<file path="src/rtl/riscv_core_pkg.sv">
// Shared RV32 decode constants and types for the ID and EX stages.
package riscv_core_pkg;

  localparam logic [6:0] OPC_OP     = 7'b0110011;
  localparam logic [6:0] OPC_OP_IMM = 7'b0010011;
  localparam logic [6:0] OPC_LUI    = 7'b0110111;
  localparam logic [6:0] OPC_AUIPC  = 7'b0010111;

  localparam logic [2:0] F3_ADD_SUB = 3'b000;
  localparam logic [2:0] F3_SLL     = 3'b001;
  localparam logic [2:0] F3_SLT     = 3'b010;
  localparam logic [2:0] F3_SLTU    = 3'b011;
  localparam logic [2:0] F3_XOR     = 3'b100;
  localparam logic [2:0] F3_SRL_SRA = 3'b101;
  localparam logic [2:0] F3_OR      = 3'b110;
  localparam logic [2:0] F3_AND     = 3'b111;

  localparam logic [6:0] F7_BASE = 7'b0000000;
  localparam logic [6:0] F7_ALT  = 7'b0100000;

  localparam int FUNCT_W = 10;
  localparam logic [FUNCT_W-1:0] FUNCT_NOP     = 10'd0;
  localparam logic [FUNCT_W-1:0] FUNCT_ADD_OH  = 10'b00_0000_0001;
  localparam logic [FUNCT_W-1:0] FUNCT_SUB_OH  = 10'b00_0000_0010;
  localparam logic [FUNCT_W-1:0] FUNCT_OR_OH   = 10'b00_0000_0100;
  localparam logic [FUNCT_W-1:0] FUNCT_XOR_OH  = 10'b00_0000_1000;
  localparam logic [FUNCT_W-1:0] FUNCT_AND_OH  = 10'b00_0001_0000;
  localparam logic [FUNCT_W-1:0] FUNCT_SLT_OH  = 10'b00_0010_0000;
  localparam logic [FUNCT_W-1:0] FUNCT_SLTU_OH = 10'b00_0100_0000;
  localparam logic [FUNCT_W-1:0] FUNCT_SLL_OH  = 10'b00_1000_0000;
  localparam logic [FUNCT_W-1:0] FUNCT_SRL_OH  = 10'b01_0000_0000;
  localparam logic [FUNCT_W-1:0] FUNCT_SRA_OH  = 10'b10_0000_0000;

  // Decoded op as it is carried in the ID/EX register.
  typedef struct packed {
    logic [FUNCT_W-1:0] funct;
    logic               mux1;
    logic               mux2;
    logic [31:0]        immed;
    logic [4:0]         rs1;
    logic [4:0]         rs2;
    logic [4:0]         rd;
    logic               illegal;
  } id_dec_t;

  // funct3 -> ALU op for the funct7=0 encodings (ADD/SRL variants).
  function automatic logic [FUNCT_W-1:0] f3_base_oh(input logic [2:0] f3);
    case (f3)
      F3_ADD_SUB: f3_base_oh = FUNCT_ADD_OH;
      F3_SLL:     f3_base_oh = FUNCT_SLL_OH;
      F3_SLT:     f3_base_oh = FUNCT_SLT_OH;
      F3_SLTU:    f3_base_oh = FUNCT_SLTU_OH;
      F3_XOR:     f3_base_oh = FUNCT_XOR_OH;
      F3_SRL_SRA: f3_base_oh = FUNCT_SRL_OH;
      F3_OR:      f3_base_oh = FUNCT_OR_OH;
      default:    f3_base_oh = FUNCT_AND_OH;
    endcase
  endfunction

endpackage

</file>
<file path="src/rtl/riscv_core_id_dec.sv">
// Combinational RV32 decode of the OP/OP-IMM/LUI/AUIPC subset.
module riscv_core_id_dec
  import riscv_core_pkg::*;
(
  input  logic [31:0] instr,
  output id_dec_t     dec
);

  logic [6:0] opc;
  logic [2:0] f3;
  logic [6:0] f7;

  assign opc = instr[6:0];
  assign f3  = instr[14:12];
  assign f7  = instr[31:25];

  // Field extraction plus per-opcode ALU op / operand select; illegal squashes funct and rd.
  always_comb begin
    dec         = '0;
    dec.rs1     = instr[19:15];
    dec.rs2     = instr[24:20];
    dec.rd      = instr[11:7];
    dec.illegal = 1'b0;
    case (opc)
      OPC_OP: begin
        if (f7 == F7_BASE)
          dec.funct = f3_base_oh(f3);
        else if (f7 == F7_ALT && f3 == F3_ADD_SUB)
          dec.funct = FUNCT_SUB_OH;
        else if (f7 == F7_ALT && f3 == F3_SRL_SRA)
          dec.funct = FUNCT_SRA_OH;
        else
          dec.illegal = 1'b1;
      end
      OPC_OP_IMM: begin
        dec.mux2 = 1'b1;
        if (f3 == F3_SLL || f3 == F3_SRL_SRA) begin
          // Shift amount is unsigned; funct7 selects logical vs arithmetic.
          dec.immed = {27'd0, instr[24:20]};
          if (f7 == F7_BASE)
            dec.funct = f3_base_oh(f3);
          else if (f7 == F7_ALT && f3 == F3_SRL_SRA)
            dec.funct = FUNCT_SRA_OH;
          else
            dec.illegal = 1'b1;
        end else begin
          dec.immed = {{20{instr[31]}}, instr[31:20]};
          dec.funct = f3_base_oh(f3);
        end
      end
      OPC_LUI: begin
        // LUI computes x0 + imm, so rs1 is pinned to x0.
        dec.funct = FUNCT_ADD_OH;
        dec.mux2  = 1'b1;
        dec.rs1   = 5'd0;
        dec.immed = {instr[31:12], 12'd0};
      end
      OPC_AUIPC: begin
        dec.funct = FUNCT_ADD_OH;
        dec.mux1  = 1'b1;
        dec.mux2  = 1'b1;
        dec.immed = {instr[31:12], 12'd0};
      end
      default: dec.illegal = 1'b1;
    endcase
    if (dec.illegal) begin
      dec.funct = FUNCT_NOP;
      dec.rd    = 5'd0;
    end
  end

endmodule

</file>
<file path="src/rtl/riscv_core_id.sv">
// ID stage: fetch handshake, stall/flush control and the ID/EX output register.
module riscv_core_id
  import riscv_core_pkg::*;
(
  input  logic               clk,
  input  logic               rst,
  input  logic               if_id_valid,
  input  logic [31:0]        if_id_instr,
  input  logic [31:0]        if_id_pc,
  output logic               id_if_ready,
  input  logic               ex_id_stall,
  input  logic               ex_id_flush,
  output logic               id_ex_valid,
  output logic [FUNCT_W-1:0] id_ex_funct,
  output logic               id_ex_mux1_cntl,
  output logic [31:0]        id_ex_pc,
  output logic               id_ex_mux2_cntl,
  output logic [31:0]        id_ex_immed,
  output logic [4:0]         id_ct_rs1,
  output logic [4:0]         id_ct_rs2,
  output logic [4:0]         id_ex_rd,
  output logic               id_ex_illegal
);

  id_dec_t     dec;
  id_dec_t     dec_d, dec_q;
  logic [31:0] pc_d, pc_q;
  logic        valid_d, valid_q;
  logic        accept, hold;

  riscv_core_id_dec u_dec (
    .instr (if_id_instr),
    .dec   (dec)
  );

  assign id_if_ready = !valid_q || !ex_id_stall;
  assign accept      = if_id_valid && id_if_ready;
  assign hold        = valid_q && ex_id_stall;

  // Next-state: flush beats hold beats accept; otherwise a bubble (stale fields kept).
  always_comb begin
    dec_d   = dec_q;
    pc_d    = pc_q;
    valid_d = 1'b0;
    if (ex_id_flush) begin
      dec_d.funct   = FUNCT_NOP;
      dec_d.illegal = 1'b0;
    end else if (hold) begin
      valid_d = 1'b1;
    end else if (accept) begin
      dec_d   = dec;
      pc_d    = if_id_pc;
      valid_d = 1'b1;
    end else begin
      dec_d.funct   = FUNCT_NOP;
      dec_d.illegal = 1'b0;
    end
  end

  // ID/EX register; reset clears everything immediately, including a stalled op.
  always_ff @(posedge clk or posedge rst) begin
    if (rst) begin
      dec_q   <= '0;
      pc_q    <= '0;
      valid_q <= 1'b0;
    end else begin
      dec_q   <= dec_d;
      pc_q    <= pc_d;
      valid_q <= valid_d;
    end
  end

  assign id_ex_valid     = valid_q;
  assign id_ex_funct     = dec_q.funct;
  assign id_ex_mux1_cntl = dec_q.mux1;
  assign id_ex_mux2_cntl = dec_q.mux2;
  assign id_ex_immed     = dec_q.immed;
  assign id_ex_pc        = pc_q;
  assign id_ct_rs1       = dec_q.rs1;
  assign id_ct_rs2       = dec_q.rs2;
  assign id_ex_rd        = dec_q.rd;
  assign id_ex_illegal   = dec_q.illegal;

endmodule

</file>
<file path="config.mk">
export PLATFORM = sky130hd
export DESIGN_NAME = riscv_core_id
export DESIGN_NICKNAME = d
export VERILOG_FILES = /design/src/rtl/riscv_core_pkg.sv /design/src/rtl/riscv_core_id_dec.sv /design/src/rtl/riscv_core_id.sv
export SDC_FILE = /design/constraint.sdc
export NUM_CORES = 1
export LEC_CHECK = 0
export ABC_AREA = 1
export CORE_ASPECT_RATIO = 2
export CORE_MARGIN = 1.5
export CORE_UTILIZATION = 43
export DETAILED_ROUTE_END_ITERATION = 8
export GPL_TIMING_DRIVEN = 0
export PLACE_DENSITY = 0.87
export SLEW_MARGIN = 40
export SYNTH_ARGS = -nofsm -noshare
export SYNTH_HDL_FRONTEND = slang
export SYNTH_SLANG_ARGS = --single-unit
</file>
<file path="constraint.sdc">
create_clock -name clk -period 3.6 [get_ports clk]
set_clock_uncertainty 0.1 [all_clocks]
set_input_delay 0.72 -clock clk [delete_from_list [all_inputs] [get_ports clk]]
set_output_delay 0.72 -clock clk [all_outputs]
set_load 0.05 [all_outputs]
</file>
== After elaboration in Yosys (flattened, before gate mapping) ==
Index checks and enable logic that the tools add are counted.

* Eq/ne operators: 12
* Muxes and demuxes: 28
* Bitwise operators: 2
* Reductions and logical operators: 12

{| class="wikitable"
|+ Operators by type and width
! kind !! count
|-
| $mux 10 || 8
|-
| $pmux 33 s2 || 1
|-
| $pmux 9 s7 || 1
|-
| $mux 60 || 1
|-
| $mux 49 || 1
|-
| $mux 32 || 1
|-
| $pmux 10 s3 || 1
|-
| $eq 7x6->1 const B || 3
|-
| $eq 7x5->1 const B || 2
|-
| $mux 1 || 11
|-
| $mux 5 || 2
|-
| $eq 3x3->1 const B || 3
|-
| $logic_not 7->1 || 1
|-
| $eq 3x2->1 const B || 2
|-
| $logic_and 1x1->1 || 4
|-
| $eq 3x1->1 const B || 1
|-
| $logic_not 3->1 || 1
|-
| $pmux 1 s3 || 1
|-
| $reduce_and 3->1 || 1
|-
| $logic_not 1->1 || 2
|-
| $logic_or 1x1->1 || 2
|-
| $ne 2x2->1 const B || 1
|-
| $not 1->1 || 2
|-
| $reduce_or 2->1 || 1
|}

* Register bits: 93
* Input bits: 69
* Output and inout port bits: 94
* Logic and storage cells: 64

== Logic depth before layout (Yosys ltp) ==
* Depth after elaboration: 10
* Gate-level depth with buffers: 10
* Gate-level depth less buffers: 10

== Cells and area by module ==
From an unflattened synthesis, not the netlist that was laid out.

* Cells, all modules: 556
* Area total of the unflattened synthesis: 4549.4 um2

{| class="wikitable"
|+ By module, submodules not included
! module !! times used !! cells each !! area each (um2) !! sequential area each (um2)
|-
| riscv_core_id || 1 || 415 || 3839.9 || 2327.2
|-
| riscv_core_id_dec || 1 || 141 || 709.4 || 0.0
|}

== Worst setup path before layout ==
OpenSTA, ideal clock, no wires.

* Kind: in2reg
* Start: in ex_id_stall
* End: reg dec_q (netlist bit id_ct_rs2[4])
* Arrival: 1.665 ns
* Data required time: 3.381 ns
* Setup slack: 1.716 ns
* Stages on the path: 8
* Path buffers: 2
* Cells stage by stage: nand2_2 nand2_2 nor2_4 inv_2 buf_4 buf_2 nand2_1 nand2_1

* Cells in the longest elaborated chain, start to end: 4
* Elaborated cells between the ends (all ways): 6

{| class="wikitable"
|+ Ends and longest elaborated chain
! what !! line !! text
|-
| start: declaration || riscv_core_id.sv:11 || <nowiki>input logic ex_id_stall,</nowiki>
|-
| $logic_not 1->1 || riscv_core_id.sv:36 || <nowiki>assign id_if_ready = !valid_q || !ex_id_stall;</nowiki>
|-
| $logic_or 1x1->1 || riscv_core_id.sv:36 ||
|-
| $logic_and 1x1->1 || riscv_core_id.sv:37 || <nowiki>assign accept = if_id_valid && id_if_ready;</nowiki>
|-
| $reduce_and 3->1 (no source line) (*) || -- ||
|-
| end signal: assignment || riscv_core_id.sv:63 || <nowiki>dec_q <= '0;</nowiki>
|-
| end signal: assignment || riscv_core_id.sv:67 || <nowiki>dec_q <= dec_d;</nowiki>
|-
| end: declaration || riscv_core_id.sv:26 || <nowiki>id_dec_t dec_d, dec_q;</nowiki>
|}

Mark *: on every way between the ends. The rest lies on a longest branch, timed or not.
A chain may end at the register's enable or synchronous reset.

== Worst setup path in the final report ==
* Start: in ex_id_stall
* End: out id_if_ready

* Cells in the longest elaborated chain, start to end: 2

{| class="wikitable"
|+ Ends and longest elaborated chain
! what !! line !! text
|-
| $logic_not 1->1 || riscv_core_id.sv:36 ||
|-
| $logic_or 1x1->1 || riscv_core_id.sv:36 ||
|-
| end: declaration || riscv_core_id.sv:10 || <nowiki>output logic id_if_ready,</nowiki>
|}

Every way passes these cells.

==> results.cfg <==
[finish]
stdcell_count = 714
final_nets = 676
area_delta_synth_final_pct = 52.2
drive_gt1_share_pct = 9.80
diodes = 0

[placement]
pre_cts_slack_ns = 0.722
hpwl_um = 9060
place.gp.congestion = 0.845
port_buffers = 162
place_inst = 698

[clock_tree]
cts_buffer_depth = 2
cts-resized-gates = 0
tritoncts = yes
clock_sinks = 93
clock_latency_ns = 0.34
htree_levels = 3
cts-root-buf = clkbuf_16
clk_pin_slew_ns = 0.06
post_cts_buffers = 0
cts-hold-fix-buffers = 0
numCtsBuffers = 9

[synth]
synthFlopType = dfrtp_1
yosysMostFrequentCell = nand2_1
synthTopCellsByCount = 201 x nand2_1, 93 x dfrtp_1, 18 x nand3_1
synth_top_family_by_area = simple AND/OR/NAND/NOR gates
synthAdderAreaFrac_pct = 0
synth.distinct_cells = 27
syn_nets = 502
synthMuxAreaShare_pct = 0
synth_xor_area_share_pct = 0
synth_edf_count = 0
ys_warn_count = 0
synthArstFlopShare_pct = 100
synthCells = 433
synth_compound_area_share_pct = 8.33
synth_area_um2 = 3950
ys_seq_elements = 93
synth.avg_cell_area_um2 = 9.13
yosys-top-cells-area = dfrtp_1 59%, nand2_1 19%, o211ai_2 2.8%
synth_top_area_cell = dfrtp_1
synth_top_area_share_pct = 58.9
yosysSeqAreaShare_pct = 58.9
synth-simple-area-share_pct = 27.9

[floorplan]
num_rows = 49
initial_core_util_pct = 44.1
fp.dieW_um = 70.8
die_area_um2 = 9810
io_pins = 163
core_area_um2 = 8950
die_h_um = 139

[sta]
holdWs_ns = 0.372
min_period_ns = 2.88
postLayoutSetupSlackWorst_ns = 0.718
fin_tns_setup_ns = 0
max_freq_mhz = 347
hold_viol_final = 0
worst_pin_slew_ns = 0.564
rsz0062_at_grt = no
setup_violations = 0
fin_crit_sh_pct = 80.1
relSlewSlack_pct = 62.3
drv_slew = 0

[drt]
via_per_inst = 5.07
wirelength_um = 11600
drt_iter0_drc = 207
wl_per_cell_um = 16.3
vias = 3623
antenna_left = 0
dr.pass1.iters = 4
drc = 0

[critical_path]
critical_path_class = primary input to primary output
cp-end-kind = primary output
cp-start-kind = primary input
required_ns = 2.78
worstPathArrival_ns = 2.06
crit_fanout = 4

[grt]
grt_pass1_vias = 3754
track_usage_pct = 24.3
overflow = 0
grt_pass1_wl_um = 18500
antenna_found_initial = 0
grt_start_max_net_pins = 53

[power]
peakVddDrop_uv = 346
p_leak_nw = 2.84
powerDensity_nw_per_um2 = 457
power_mw = 2.75

[min_path]
hold_path_class = flop to flop

[flow_run]
cap_violations = 0

[run_status]
outcome = finished, final reports clean
==> cell usage in the layout, fill, tap and decap left out, drive strengths merged, types with 2 or more instances in the layout <==
master / n
nor2: 21
o21ai: 15
dfrtp: 93
nand2: 205
clkdlybuf4s50: 162
inv: 24
clkinvlp: 2
clkbuf: 18
o211ai: 19
buf: 13
nand3b: 6
nand3: 20
a21oi: 3
nor3: 3
o31ai: 6
==> metrics by stage <==
step | cell area (um^2) | util [%]
floorplan | 3950 | -
global placement | 5700 | 63.7
detailed placement | 5730 | 64.0
CTS | 6010 | 67.2
global route | 6010 | 67.2
finish | 6010 | 67.2
==> power breakdown <==
group	total (mW)	internal [mW]	leakage, nW	switching (mW)
clock	0.895	0.491	0.129	0.404
sequential	1.16	1.12	1.23	0.0437
combinational	0.689	0.242	1.48	0.447
==> final timing paths <==
path,from,endpoint,slack [ns],depth (start not counted)
hold reg to reg,id_ex_pc[28],id_ex_pc[28],0.37,2
setup reg to reg,id_ex_valid,id_ex_immed[10],1.97,7
min in group asynchronous,rst,id_ex_pc[7],0.65,2
setup / recovery,ex_id_stall,id_if_ready,0.72,3
hold / removal,id_ex_pc[28],id_ex_pc[28],0.37,2
max in group asynchronous,rst,id_ex_immed[26],2.17,3
==> critical path, cell delays in order <==
cell             delay (ns)
clkdlybuf4s50_1        0.42
nand2_2                0.10
clkdlybuf4s50_1        0.81
==> per-layer routing <==
metal	track usage [%]	wire [um]
met1	24.2	3960
met2	45.3	6550
met3	5.09	628
met4	13.1	476
met5	0	0
==> state kept, by name (all words and copies together), names as in the netlist <==
name	cells
id_ex_mux2_cntl	1
id_ex_rd	5
id_ex_funct	10
id_ct_rs1	5
id_ex_mux1_cntl	1
id_ex_immed	32
id_ex_valid	1
id_ct_rs2	5
id_ex_illegal	1
id_ex_pc	32
==> cell type report <==
class	count	area [um^2]
Sequential cell	93	2330
Clock buffer	12	246
Tap cell	102	128
Clock inverter	4	32.5
Multi-Input combinational cell	299	1430
Fill cell	709	2940
Buffer	18	106
Inverter	23	91.3
Timing Repair Buffer	163	1650
==> kinds of logic (layout without fill, tap and decap cells) <==
group | count (synthesis) | in the layout
buffers and inverters | 41 | 220
AO/OA/AOI/OAI | 44 | 44
flip-flops | 93 | 93
AND/OR/NAND/NOR | 255 | 255
No activity file was read; power rests on OpenSTA's default activity.
==> RTL change, RTL diff (same settings) <==
Change the package constant `FUNCT_W` from 10 to 14.
--- a/src/rtl/riscv_core_pkg.sv
+++ b/src/rtl/riscv_core_pkg.sv
@@ -18,7 +18,7 @@
   localparam logic [6:0] F7_BASE = 7'b0000000;
   localparam logic [6:0] F7_ALT  = 7'b0100000;
 
-  localparam int FUNCT_W = 10;
+  localparam int FUNCT_W = 14;
   localparam logic [FUNCT_W-1:0] FUNCT_NOP     = 10'd0;
   localparam logic [FUNCT_W-1:0] FUNCT_ADD_OH  = 10'b00_0000_0001;
   localparam logic [FUNCT_W-1:0] FUNCT_SUB_OH  = 10'b00_0000_0010;
Interface: changed (resized id_ex_funct); port bits go from 163 to 167. The function was not compared with the original's and may differ.
==> RTL change against the unedited design <==
- worst setup slack better by 0.010 ns
- power up 8.8%
- sequential share of layout area down 0.53 points
- synthesized cell count down 0.69%
- sequential cell count unchanged
- area after synthesis about the same
- final area up 1.4%
- wire length down 1.1%
- critical path type unchanged
- largest power group unchanged
- highest routed layer unchanged
==> RTL change: results (changes against the unedited design) <==
** Worst setup path
- Slowest cell delay on critical path :: 0.81 ns (about the same)
- Crit path from :: ex_id_stall (unchanged)
- Highest-delay cell along the critical path :: clkdlybuf4s50_1 (unchanged)
- Reg-to-reg setup timing slack :: 2.02 ns (was 1.97 ns)
- Reg2Reg Launch Point :: id_ex_valid (unchanged)
- Endpoint of the worst-slack reg-to-reg timing path :: id_ex_immed[4] (was id_ex_immed[10])
- Worst R2R Path Depth :: 7 (unchanged)
- Maximum fanout along the worst path :: 4 (unchanged)
- The gate family responsible for the most delay along the worst path is buffers and inverters (unchanged).
- Capturing instance or port of the critical path :: id_if_ready (unchanged)

** Yosys
- Distinct cell type count after synthesis :: 30 (was 27)
- Sequential area share after synthesis :: 58.9% (about the same)
- Main area contributors after synthesis :: dfrtp_1 (59%), nand2_1 (19%), o211ai_2 (2.8%) (unchanged)
- Top post-synthesis cells by count: nand2_1 (198), dfrtp_1 (93), inv_1 (17) (was nand2_1 (201), dfrtp_1 (93), nand3_1 (18)).
- The yosys synthesis warning count was 0 (unchanged).
- The dominant register cell in the synthesized netlist is dfrtp_1 (unchanged).
- The share of synthesized flip-flops with an asynchronous set or reset was 100% (unchanged).

** Cells and area
- Antenna diode count :: 0 (unchanged)
- The layout net count is 676 (unchanged).
- The fraction of final layout cells sized beyond drive strength 1 is 9.48% (was 9.80%).
- The number of filler cells placed in the layout was 701 (was 709).

** Drt
- The count of routing violations after the opening detailed-route iteration is 187 (was 207).
- The wire length per cell was 16.1 µm (was 16.3 µm).
- DRC violation count after routing :: 0 (unchanged)
- The number of vias in the routed layout was 3,638 (was 3,623).
- Pre-Repair DR Iteration Count :: 4 (unchanged)

** Clock tree
- Clock transition at the registers of the reported paths :: 0.06 ns (about the same)
- CTS HTree Levels :: 3 (unchanged)
- The post-CTS setup buffer count is 0 (unchanged).
- Clk root buf :: clkbuf_16 (unchanged)
- The number of instances resized during post-cts repair is 0 (unchanged).
- Number of buffers created by CTS :: 9 (unchanged)
- Clock insertion delay at the later pin of the skew report :: 0.33 ns
- Clock Tree Buf Depth :: 2 (unchanged)

** Place
- The weighted congestion at the end of routability-driven global placement was 0.828 (was 0.845).
- Count of input and output buffers :: 162 (unchanged)
- Total half-perimeter wirelength after legalization and detailed placement :: 8960 µm (was 9060 µm)

** Global route
- Vias in the first global route :: 3,849 (was 3,754)
- Met3 global-route usage :: 4.65% (was 5.09%)
- Grt met2 use :: 43.0% (was 45.3%)
- The wire length of the first global-routing pass came to 18,600 µm (was 18,500 µm).
- The combined global-route utilization of all metal layers was 24.2% (was 24.3%).
- The number of antenna violations at the first check in global routing was 0 (unchanged).
- The maximum number of pins on one net before global-route repair came to 51 (was 53).
- The total congestion overflow after global routing is 0 (unchanged).
- Global-route track usage on met1 :: 25.4% (was 24.2%)

** Hold path
- The class of the tightest hold or removal check was reg -> reg (unchanged).

** Timing
- Tightest slew margin relative to the limit :: 52.5% (was 62.3%)

** Power
- The worst-case vdd ir drop was 0.000415 V (was 0.000346 V).
- Static leakage :: 2.91 nW (was 2.84 nW)

** Status
- Run status: complete, no violations (unchanged).
[RTL change: per-stage QoR]
stage	setup WS, ns	hold WS, ns	power [mW]	std cells	instance area [µm²]
after detailed placement	0.724	0.357	1.89	698	5740
after floorplan	0.360	0.651	1.59	433	3970
after global placement	-0.902	0.355	1.86	697	5710
final	0.728	0.368	2.99	714	6100
after CTS	0.724	0.373	3.01	714	6100
after global routing	0.682	0.396	3.10	714	6100
[RTL change: logic make-up after synthesis]
family	synth area share [%]
buffers and inverters	5.63
flip-flops	58.9
other	0.0948
AO/OA/AOI/OAI	8.89
AND/OR/NAND/NOR	26.5
[RTL change: layer usage]
metal,up-vias,wire [µm]
met5,-,0
met4,0,655
met3,41,667
met2,165,6200
met1,1719,3960
li1,1713,-
[RTL change: worst min-delay path, cell delays in order (launching register included)]
cell	delay [ns]
dfrtp_1	0.34
nand2_1	0.05
nand2_1	0.04
[RTL change: worst min path at each step]
stage,to,slack [ns],from,cells past startpoint
2_1_floorplan,id_ex_pc[0],0.65,id_ex_pc[0],2
3_3_place_gp,id_ex_pc[23],0.36,id_ex_pc[23],2
3_5_place_dp,id_ex_pc[7],0.36,id_ex_pc[7],2
4_1_cts,id_ex_pc[7],0.37,id_ex_pc[7],2
5_1_grt,id_ct_rs2[2],0.40,id_ct_rs2[2],2
6_report,id_ex_pc[14],0.37,id_ex_pc[14],2
[RTL change: report_power, final]
| part | switching [mW] | total [mW] | internal [mW] | leakage, nW |
|---|---|---|---|---|
| Sequential | 0.0431 | 1.16 | 1.12 | 1.23 |
| Combinational | 0.455 | 0.699 | 0.245 | 1.52 |
| Clock | 0.376 | 1.13 | 0.750 | 0.171 |
[RTL change: cell type report]
cell class / count / area share [%]
Buffer: 22 / 2.36
Sequential cell: 93 / 38.2
Clock buffer: 12 / 3.88
Inverter: 21 / 1.38
Clock inverter: 4 / 1.97
Multi-Input combinational cell: 297 / 23.2
Tap cell: 102 / 2.09
Timing Repair Buffer: 163 / 26.9
